===== config.mk =====
export PLATFORM = sky130hd
export DESIGN_NAME = aes_cipher_core
export DESIGN_NICKNAME = d
export VERILOG_FILES = /design/src/rtl/aes_pkg.sv /design/src/rtl/aes_cipher_core_sbox.sv /design/src/rtl/aes_cipher_core.sv
export SDC_FILE = /design/constraint.sdc
export NUM_CORES = 2
export LEC_CHECK = 0
export CORE_AREA = 2 2 655 657
export CTS_CLUSTER_SIZE = 25
export DETAILED_ROUTE_END_ITERATION = 8
export DIE_AREA = 0 0 657 659
export MAX_ROUTING_LAYER = met4
export PLACE_DENSITY = 0.37
export RECOVER_POWER = 100
export REMOVE_ABC_BUFFERS = 1
export SLEW_MARGIN = 20
export SYNTH_ARGS = -nofsm -noshare
export SYNTH_HDL_FRONTEND = slang
export SYNTH_SLANG_ARGS = --single-unit

===== constraint.sdc =====
create_clock -name clk -period 9.5 [get_ports clk]
set_clock_uncertainty 0.2 [all_clocks]
set_input_delay 1.9 -clock clk [delete_from_list [all_inputs] [get_ports clk]]
set_output_delay 1.9 -clock clk [all_outputs]
set_load 0.02 [all_outputs]

===== src/rtl/aes_pkg.sv =====
// Shared AES-128 definitions: FSM encoding, round count, byte layout and
// the GF(2^8) helpers used by MixColumns.
package aes_pkg;

   localparam int BLOCK_W    = 128;
   localparam int NUM_ROUNDS = 10;
   localparam int BYTE_W     = 8;
   localparam int NUM_BYTES  = 16;
   localparam int NUM_COLS   = 4;

   typedef enum logic [1:0] {
      IDLE  = 2'd0,
      ROUND = 2'd1,
      DONE  = 2'd2
   } state_t;

   function automatic logic [7:0] xtime(input logic [7:0] b);
      return {b[6:0], 1'b0} ^ (b[7] ? 8'h1b : 8'h00);
   endfunction

   // One column, row 0 in the top byte.
   function automatic logic [31:0] mix_column(input logic [31:0] col);
      logic [7:0] a0, a1, a2, a3;
      a0 = col[31:24];
      a1 = col[23:16];
      a2 = col[15:8];
      a3 = col[7:0];
      return {xtime(a0) ^ xtime(a1) ^ a1 ^ a2 ^ a3,
              a0 ^ xtime(a1) ^ xtime(a2) ^ a2 ^ a3,
              a0 ^ a1 ^ xtime(a2) ^ xtime(a3) ^ a3,
              xtime(a0) ^ a0 ^ a1 ^ a2 ^ xtime(a3)};
   endfunction

endpackage


===== src/rtl/aes_cipher_core_sbox.sv =====
// Combinational AES S-box; one byte in, one substituted byte out.
module aes_sbox (
   input  logic [7:0] value,
   output logic [7:0] result
);

   // Entry 0 sits in the top byte, so ~value*8 addresses the matching slice.
   localparam logic [2047:0] TABLE = {
      128'h637c777bf26b6fc53001672bfed7ab76, 128'hca82c97dfa5947f0add4a2af9ca472c0,
      128'hb7fd9326363ff7cc34a5e5f171d83115, 128'h04c723c31896059a071280e2eb27b275,
      128'h09832c1a1b6e5aa0523bd6b329e32f84, 128'h53d100ed20fcb15b6acbbe394a4c58cf,
      128'hd0efaafb434d338545f9027f503c9fa8, 128'h51a3408f929d38f5bcb6da2110fff3d2,
      128'hcd0c13ec5f974417c4a77e3d645d1973, 128'h60814fdc222a908846eeb814de5e0bdb,
      128'he0323a0a4906245cc2d3ac629195e479, 128'he7c8376d8dd54ea96c56f4ea657aae08,
      128'hba78252e1ca6b4c6e8dd741f4bbd8b8a, 128'h703eb5664803f60e613557b986c11d9e,
      128'he1f8981169d98e949b1e87e9ce5528df, 128'h8ca1890dbfe6426841992d0fb054bb16
   };

   assign result = TABLE[{~value, 3'b000} +: 8];

endmodule


===== src/rtl/aes_cipher_core.sv =====
// Iterative AES-128 encryptor, one round per clock, valid/ready on both sides.
// Build option AES_KEY_LATCH_EN: capture key1..key10 on acceptance into a local bank.
module aes_cipher_core
   import aes_pkg::*;
#(
   parameter int DATA_W = BLOCK_W
) (
   input  logic              clk,
   input  logic              reset,
   input  logic              in_valid,
   output logic              in_ready,
   input  logic [DATA_W-1:0] plaintext,
   input  logic [DATA_W-1:0] key0,
   input  logic [DATA_W-1:0] key1,
   input  logic [DATA_W-1:0] key2,
   input  logic [DATA_W-1:0] key3,
   input  logic [DATA_W-1:0] key4,
   input  logic [DATA_W-1:0] key5,
   input  logic [DATA_W-1:0] key6,
   input  logic [DATA_W-1:0] key7,
   input  logic [DATA_W-1:0] key8,
   input  logic [DATA_W-1:0] key9,
   input  logic [DATA_W-1:0] key10,
   output logic              out_valid,
   input  logic              out_ready,
   output logic [DATA_W-1:0] ciphertext
);

   state_t            state, state_next;
   logic [3:0]        rnd, rnd_next;
   logic [DATA_W-1:0] st, st_next;
   logic [DATA_W-1:0] sb_out, sr_out, mc_out, round_key;
   logic [DATA_W-1:0] key_in  [1:NUM_ROUNDS];
   logic [DATA_W-1:0] key_src [1:NUM_ROUNDS];

   assign key_in = '{key1, key2, key3, key4, key5, key6, key7, key8, key9, key10};

`ifdef AES_KEY_LATCH_EN
   logic [DATA_W-1:0] key_bank [1:NUM_ROUNDS];

   // Key 0 is consumed on the acceptance edge itself, so only 1..10 are banked.
   always_ff @(posedge clk) begin
      if (state == IDLE && in_valid)
         key_bank <= key_in;
   end
   assign key_src = key_bank;
`else
   assign key_src = key_in;
`endif

   genvar gi;
   generate
      for (gi = 0; gi < NUM_BYTES; gi++) begin : g_bytes
         // Byte gi is s[gi%4, gi/4]; ShiftRows pulls row r from column (c+r)%4.
         localparam int SRC = (gi % 4) + 4 * (((gi / 4) + (gi % 4)) % 4);
         aes_sbox u_sbox (
            .value  (st[DATA_W-1-BYTE_W*gi -: BYTE_W]),
            .result (sb_out[DATA_W-1-BYTE_W*gi -: BYTE_W])
         );
         assign sr_out[DATA_W-1-BYTE_W*gi -: BYTE_W] = sb_out[DATA_W-1-BYTE_W*SRC -: BYTE_W];
      end
      for (gi = 0; gi < NUM_COLS; gi++) begin : g_cols
         assign mc_out[DATA_W-1-32*gi -: 32] = mix_column(sr_out[DATA_W-1-32*gi -: 32]);
      end
   endgenerate

   always_comb begin
      round_key = key_src[1];
      for (int i = 2; i <= NUM_ROUNDS; i++) begin
         if (rnd == 4'(i))
            round_key = key_src[i];
      end
   end

   always_ff @(posedge clk or posedge reset) begin
      if (reset) begin
         state <= IDLE;
         rnd   <= 4'd0;
         st    <= '0;
      end else begin
         state <= state_next;
         rnd   <= rnd_next;
         st    <= st_next;
      end
   end

   always_comb begin
      state_next = state;
      rnd_next   = rnd;
      st_next    = st;
      unique case (state)
         IDLE: begin
            if (in_valid) begin
               st_next    = plaintext ^ key0;
               rnd_next   = 4'd1;
               state_next = ROUND;
            end
         end
         ROUND: begin
            if (rnd == 4'(NUM_ROUNDS)) begin
               st_next    = sr_out ^ round_key;
               rnd_next   = 4'd0;
               state_next = DONE;
            end else begin
               st_next  = mc_out ^ round_key;
               rnd_next = rnd + 4'd1;
            end
         end
         DONE: begin
            if (out_ready)
               state_next = IDLE;
         end
         default: state_next = IDLE;
      endcase
   end

   assign in_ready   = (state == IDLE);
   assign out_valid  = (state == DONE);
   assign ciphertext = st;

endmodule

# ---- Word-level counts from Yosys, hierarchy flattened
# Index checks and enable logic that the tools add are counted.
dict set report word_totals {
  ff_bits 134
  word_cells 172
  out_inout_bits 130
}
dict set report op_classes {
  shift 16
  n_mux 35
  addsub 1
  n_bitwise 99
  n_reduce_logical 4
  eq_ne 14
}
# op n
set ops {}
lappend ops {{$shiftx A2048 B12 Y8 const A} 16}
lappend ops {{$mux W128} 11}
lappend ops {{$xor A8 B8 Y8} 64}
lappend ops {{$xor A128 B128 Y128} 3}
lappend ops {{$pmux W128 S2} 1}
lappend ops {{$not A8 Y8} 16}
lappend ops {{$xor A8 B5 Y8} 16}
lappend ops {{$mux W5} 16}
lappend ops {{$eq A4 B3 Y1 const B} 4}
lappend ops {{$eq A4 B4 Y1 const B} 3}
lappend ops {{$eq A4 B2 Y1 const B} 2}
lappend ops {{$mux W4} 2}
lappend ops {{$pmux W4 S2} 1}
lappend ops {{$mux W2} 3}
lappend ops {{$pmux W2 S3} 1}
lappend ops {{$add A4 B1 Y4 const B} 1}
lappend ops {{$ne A2 B2 Y1 const B} 2}
lappend ops {{$reduce_and A3 Y1} 1}
lappend ops {{$eq A2 B1 Y1 const B} 1}
lappend ops {{$eq A2 B2 Y1 const B} 1}
lappend ops {{$logic_not A2 Y1} 1}
lappend ops {{$ne A2 B1 Y1 const B} 1}
lappend ops {{$reduce_and A2 Y1} 1}
lappend ops {{$reduce_bool A2 Y1} 1}

# ---- Longest topological paths before layout
dict set report depth {
  word_depth 13
  ltp_mapped 18
}

# ---- Hierarchy
# A second synthesis with hierarchy kept.
dict set report unflattened {
  hier_cells 12146
  area_unflattened_um2 81227.9
}
# module cells_per_inst area_each_um2 seq_area_each_um2 instances
set by_module_without_submodules {}
lappend by_module_without_submodules {aes_sbox 550 3533.4 0.0 16}
lappend by_module_without_submodules {aes_cipher_core 3346 24693.7 3353.2 1}

# ---- Worst setup path before layout
# OpenSTA, ideal clock, no wires.
dict set report synth_path {
  path_kind {reg-to-reg}
  start {register st[73], in the netlist ciphertext[73]}
  end {register st[29], in the netlist ciphertext[29]}
  setup_slack_ns 4.753
  t_arrival_ns 4.415
  setup_time_ns 0.132
  stages_incl_launch_ff 18
  cell_sequence {dfrtp_1 buf_2 buf_2 buf_1 inv_1 ha_1 nor2b_1 buf_2 o31ai_1 mux4_2 nor3b_1 or4_1 clkbuf_1 xor2_1 xnor3_1 a21oi_1 xnor2_1 o21ai_1}
}
dict set report synth_between {
  elab_chain_len 7
}
# item line
set synth_lines {}
lappend synth_lines {{start, declared} aes_cipher_core.sv:31} ;# logic [DATA_W-1:0] st, st_next;
lappend synth_lines {{start signal, assigned} aes_cipher_core.sv:83} ;# st <= st_next;
lappend synth_lines {{$not A8 Y8} aes_cipher_core_sbox.sv:19} ;# assign result = TABLE[{~value, 3'b000} +: 8];
lappend synth_lines {{$shiftx A2048 B12 Y8} aes_cipher_core_sbox.sv:19}
lappend synth_lines {{$xor A8 B8 Y8 (2 in a row)} aes_pkg.sv:28} ;# return {xtime(a0) ^ xtime(a1) ^ a1 ^ a2 ^ a3,
lappend synth_lines {{$xor A128 B128 Y128} aes_cipher_core.sv:105} ;# st_next = mc_out ^ round_key;
lappend synth_lines {{$mux W128} aes_cipher_core.sv:100} ;# if (rnd == 4'(NUM_ROUNDS)) begin
lappend synth_lines {{$pmux W128 S2} aes_cipher_core.sv:91} ;# unique case (state)
# Every way passes these cells.
# A chain may end at the register's enable or synchronous reset.

# ---- Final worst setup path
dict set report layout_path {
  start {register st[115], in the netlist ciphertext[115]}
  end {register st[9], in the netlist ciphertext[9]}
}
dict set report layout_between {
  elab_chain_len 9
}
# item line
set layout_lines {}
lappend layout_lines {{$not A8 Y8} aes_cipher_core_sbox.sv:19}
lappend layout_lines {{$shiftx A2048 B12 Y8} aes_cipher_core_sbox.sv:19}
lappend layout_lines {{$xor A8 B8 Y8 (4 in a row)} aes_pkg.sv:30} ;# a0 ^ a1 ^ xtime(a2) ^ xtime(a3) ^ a3,
lappend layout_lines {{$xor A128 B128 Y128} aes_cipher_core.sv:105}
lappend layout_lines {{$mux W128} aes_cipher_core.sv:100}
lappend layout_lines {{$pmux W128 S2} aes_cipher_core.sv:91}
# Every way passes these cells.

==> run metrics <==
outcome finished, violations left; failing checks capacitance limit, slew limit; Root Buffer clkbuf_16; Hold Path Cell Cnt 2; Detailed Place HPWL 668,000 µm; clk buf depth 2; CP Launch Type flip-flop; worst hold slack 0.365 ns; Crit path max-delay family compound AO/OA/AOI/OAI gates; Max Fclk 127 MHz; R2R setup slack 1.63 ns; post-layout minimum cycle time 7.87 ns; Via Count 110,000; Area growth, synth to finish 28.5%; vias in the first global route 101,000; required time of the worst setup path 9.73 ns; # nets final 14,100; total grt overflow 0; reg-to-reg endpoint ciphertext[9]; die area 0.433 mm²; max_cap viols 81; clk slew on worst S/H paths 0.08 ns; layout cells sized above 1 8.26%; Post-CTS Resized 0; crit path kind reg -> reg; slowest stage delay, CP 2.26 ns; Post-synth EDFFs 0; Worst-Margin Slew 3.58 ns; first-pass GRT wire length 1,070,000 µm; slew margin rel. -139%; cells taking the most area after synthesis mux4_2 (6.8%), a21oi_1 (6.6%), xnor2_1 (6.4%), o21ai_0 (6.4%), nand2_1 (5.2%); CP max-delay cell dfrtp_1; WP buf/inv 1; Worst path most repeated cell a311oi_1; antenna violations before repair 305; hold crit path type reg -> reg; Worst Setup End Kind flip-flop; Hold Path Sink ciphertext[117]; GRT Total Usage 37.6%; # Post-CTS Setup Buffers 0; CP cell instances buf_4, and2_1, o21ai_0, a21o_1, a311oi_1, a311oi_1, a31oi_1, xor2_2, xnor3_1, mux2i_1, xor2_1, a21oi_1; Yosys cell types 138; final setup fails 0; # hold bufs at CTS 0; port buffer count 1,669; CP arrival 8.10 ns; TritonRoute pass-1 iters 9; Num CTS Buffers 17; clk_lat worst skew 0.61 ns; worst r2r src ciphertext[115]; Die Height 659 µm; initial DRC count 17,200; final hold vios 0; Setup TNS 0 ns; register area share after synthesis 4.31%; Post-synth ARST share 100%; core region area 0.426 mm²; predominant post-synthesis flop cell dfrtp_1; RD Place Congestion 1.06; hold path startpoint ciphertext[117]; post-synthesis register bit count 134; R2R depth 12; RSZ-0062 raised after global routing no; largest net degree at the start of global routing 102; Post-Syn Area per Cell 6.67 µm²; cell type with the highest aggregate area in the netlist mux4_2; initial core utilization 18.3%; vias per cell 5.99; yosys warns 0; row count 240; most common cell after layout, fill and taps aside clkdlybuf4s50_1; cells after synthesis 11,700; Die Wd 657 µm; CTS H-tree depth 4; Mapped Area 0.0778 mm²; Post-Route WL 833,000 µm; clock sink count 134; Final ANT Viol Nets 0; Worst Path Max Fanout 77; I/O pin cnt 1,670; average wire per standard cell 45.5 µm; Synth top area share 6.81%; most frequent cells in the layout clkdlybuf4s50_1 (1,620), nand2_1 (1,067), a21oi_1 (1,027); DRC errors left 0; CTS tree yes; final slew viol count 3,664; crit share post-route 82.9%
worst min-delay path, delay by kind of cell, from the launching register on:
kind,cells,cell delay (ns)
AO/OA/AOI/OAI,2,0.16
flip-flops,1,0.37
cell usage after synthesis (all sizes together), types with 65 or more instances:
library cell  number
o211ai           228
a21oi           1034
ha               227
nand2b           338
mux2              81
nand2           1083
mux4             235
o31ai            123
buf              690
o21ai           1063
xnor2            584
a221oi           171
mux2i            129
a31oi            288
nor2b            266
dfrtp            134
a311oi           203
a21o              65
and2             102
o22ai            156
nor3             424
nor2             923
or2               89
xor2             248
o221ai           128
o311ai           174
and3              66
nand3            340
a211oi           294
clkbuf           695
inv              151
per-layer routing:
layer  part of all wire (%)  GRT usage, %  vias to the layer above  wire length (µm)
li1                       -             -                    45700                 -
met3                     11          11.2                     1219             90600
met1                     40          46.6                    55300            336000
met5                      0             -                        -                 0
met2                     42          53.9                     7431            348000
met4                    7.1          21.2                        0             58700
stage by stage:
stage               area (µm²)  instances  worst slack (ns)  util [%]
global placement         99000      18000              3.34      23.2
CTS                      99700      18100              3.40      23.4
finish                   99900      18300              1.63      23.5
floorplan                71400      10300             -2.81         -
global route             99900      18300              1.66      23.5
detailed placement       99100      18000              3.46      23.3
sequential cells by signal, indices dropped and copies added, names as in the netlist:
register and count:
rnd 4, ciphertext 128, state 2
area by class of cell:
cell class	instances	area, µm²
Fill cell	48400	326000
Multi-Input combinational cell	9962	67800
Timing Repair Buffer	2075	19600
Tap cell	5687	7120
Sequential cell	134	3450
Inverter	176	663
Antenna cell	253	633
Clock buffer	20	447
Clock inverter	12	169
cell families (layout without fill, tap and decap cells):
logic type | Yosys count | count (layout) | share of synthesized area, %
xor+xnor | 840 | 840 | 9.85
other cells | 0 | 253 | 0
mux | 445 | 445 | 9.69
compound gates | 4579 | 4579 | 39.6
flops | 134 | 134 | 4.31
buf+inv | 1561 | 2283 | 9.02
simple gates | 3866 | 3866 | 23.8
fa+ha+maj | 232 | 232 | 3.72
how the worst max path moves through the flow:
stage                    startpoint               to  cells past startpoint
floorplan                    rnd[2]   ciphertext[17]                     11
global placement    ciphertext[112]   ciphertext[25]                     13
detailed placement  ciphertext[112]   ciphertext[25]                     13
CTS                 ciphertext[112]   ciphertext[25]                     13
global route        ciphertext[124]  ciphertext[105]                     12
finish              ciphertext[115]    ciphertext[9]                     12
Power is not shown: default switching activity piles up to over one toggle a cycle in this logic, so the estimate is an artifact.
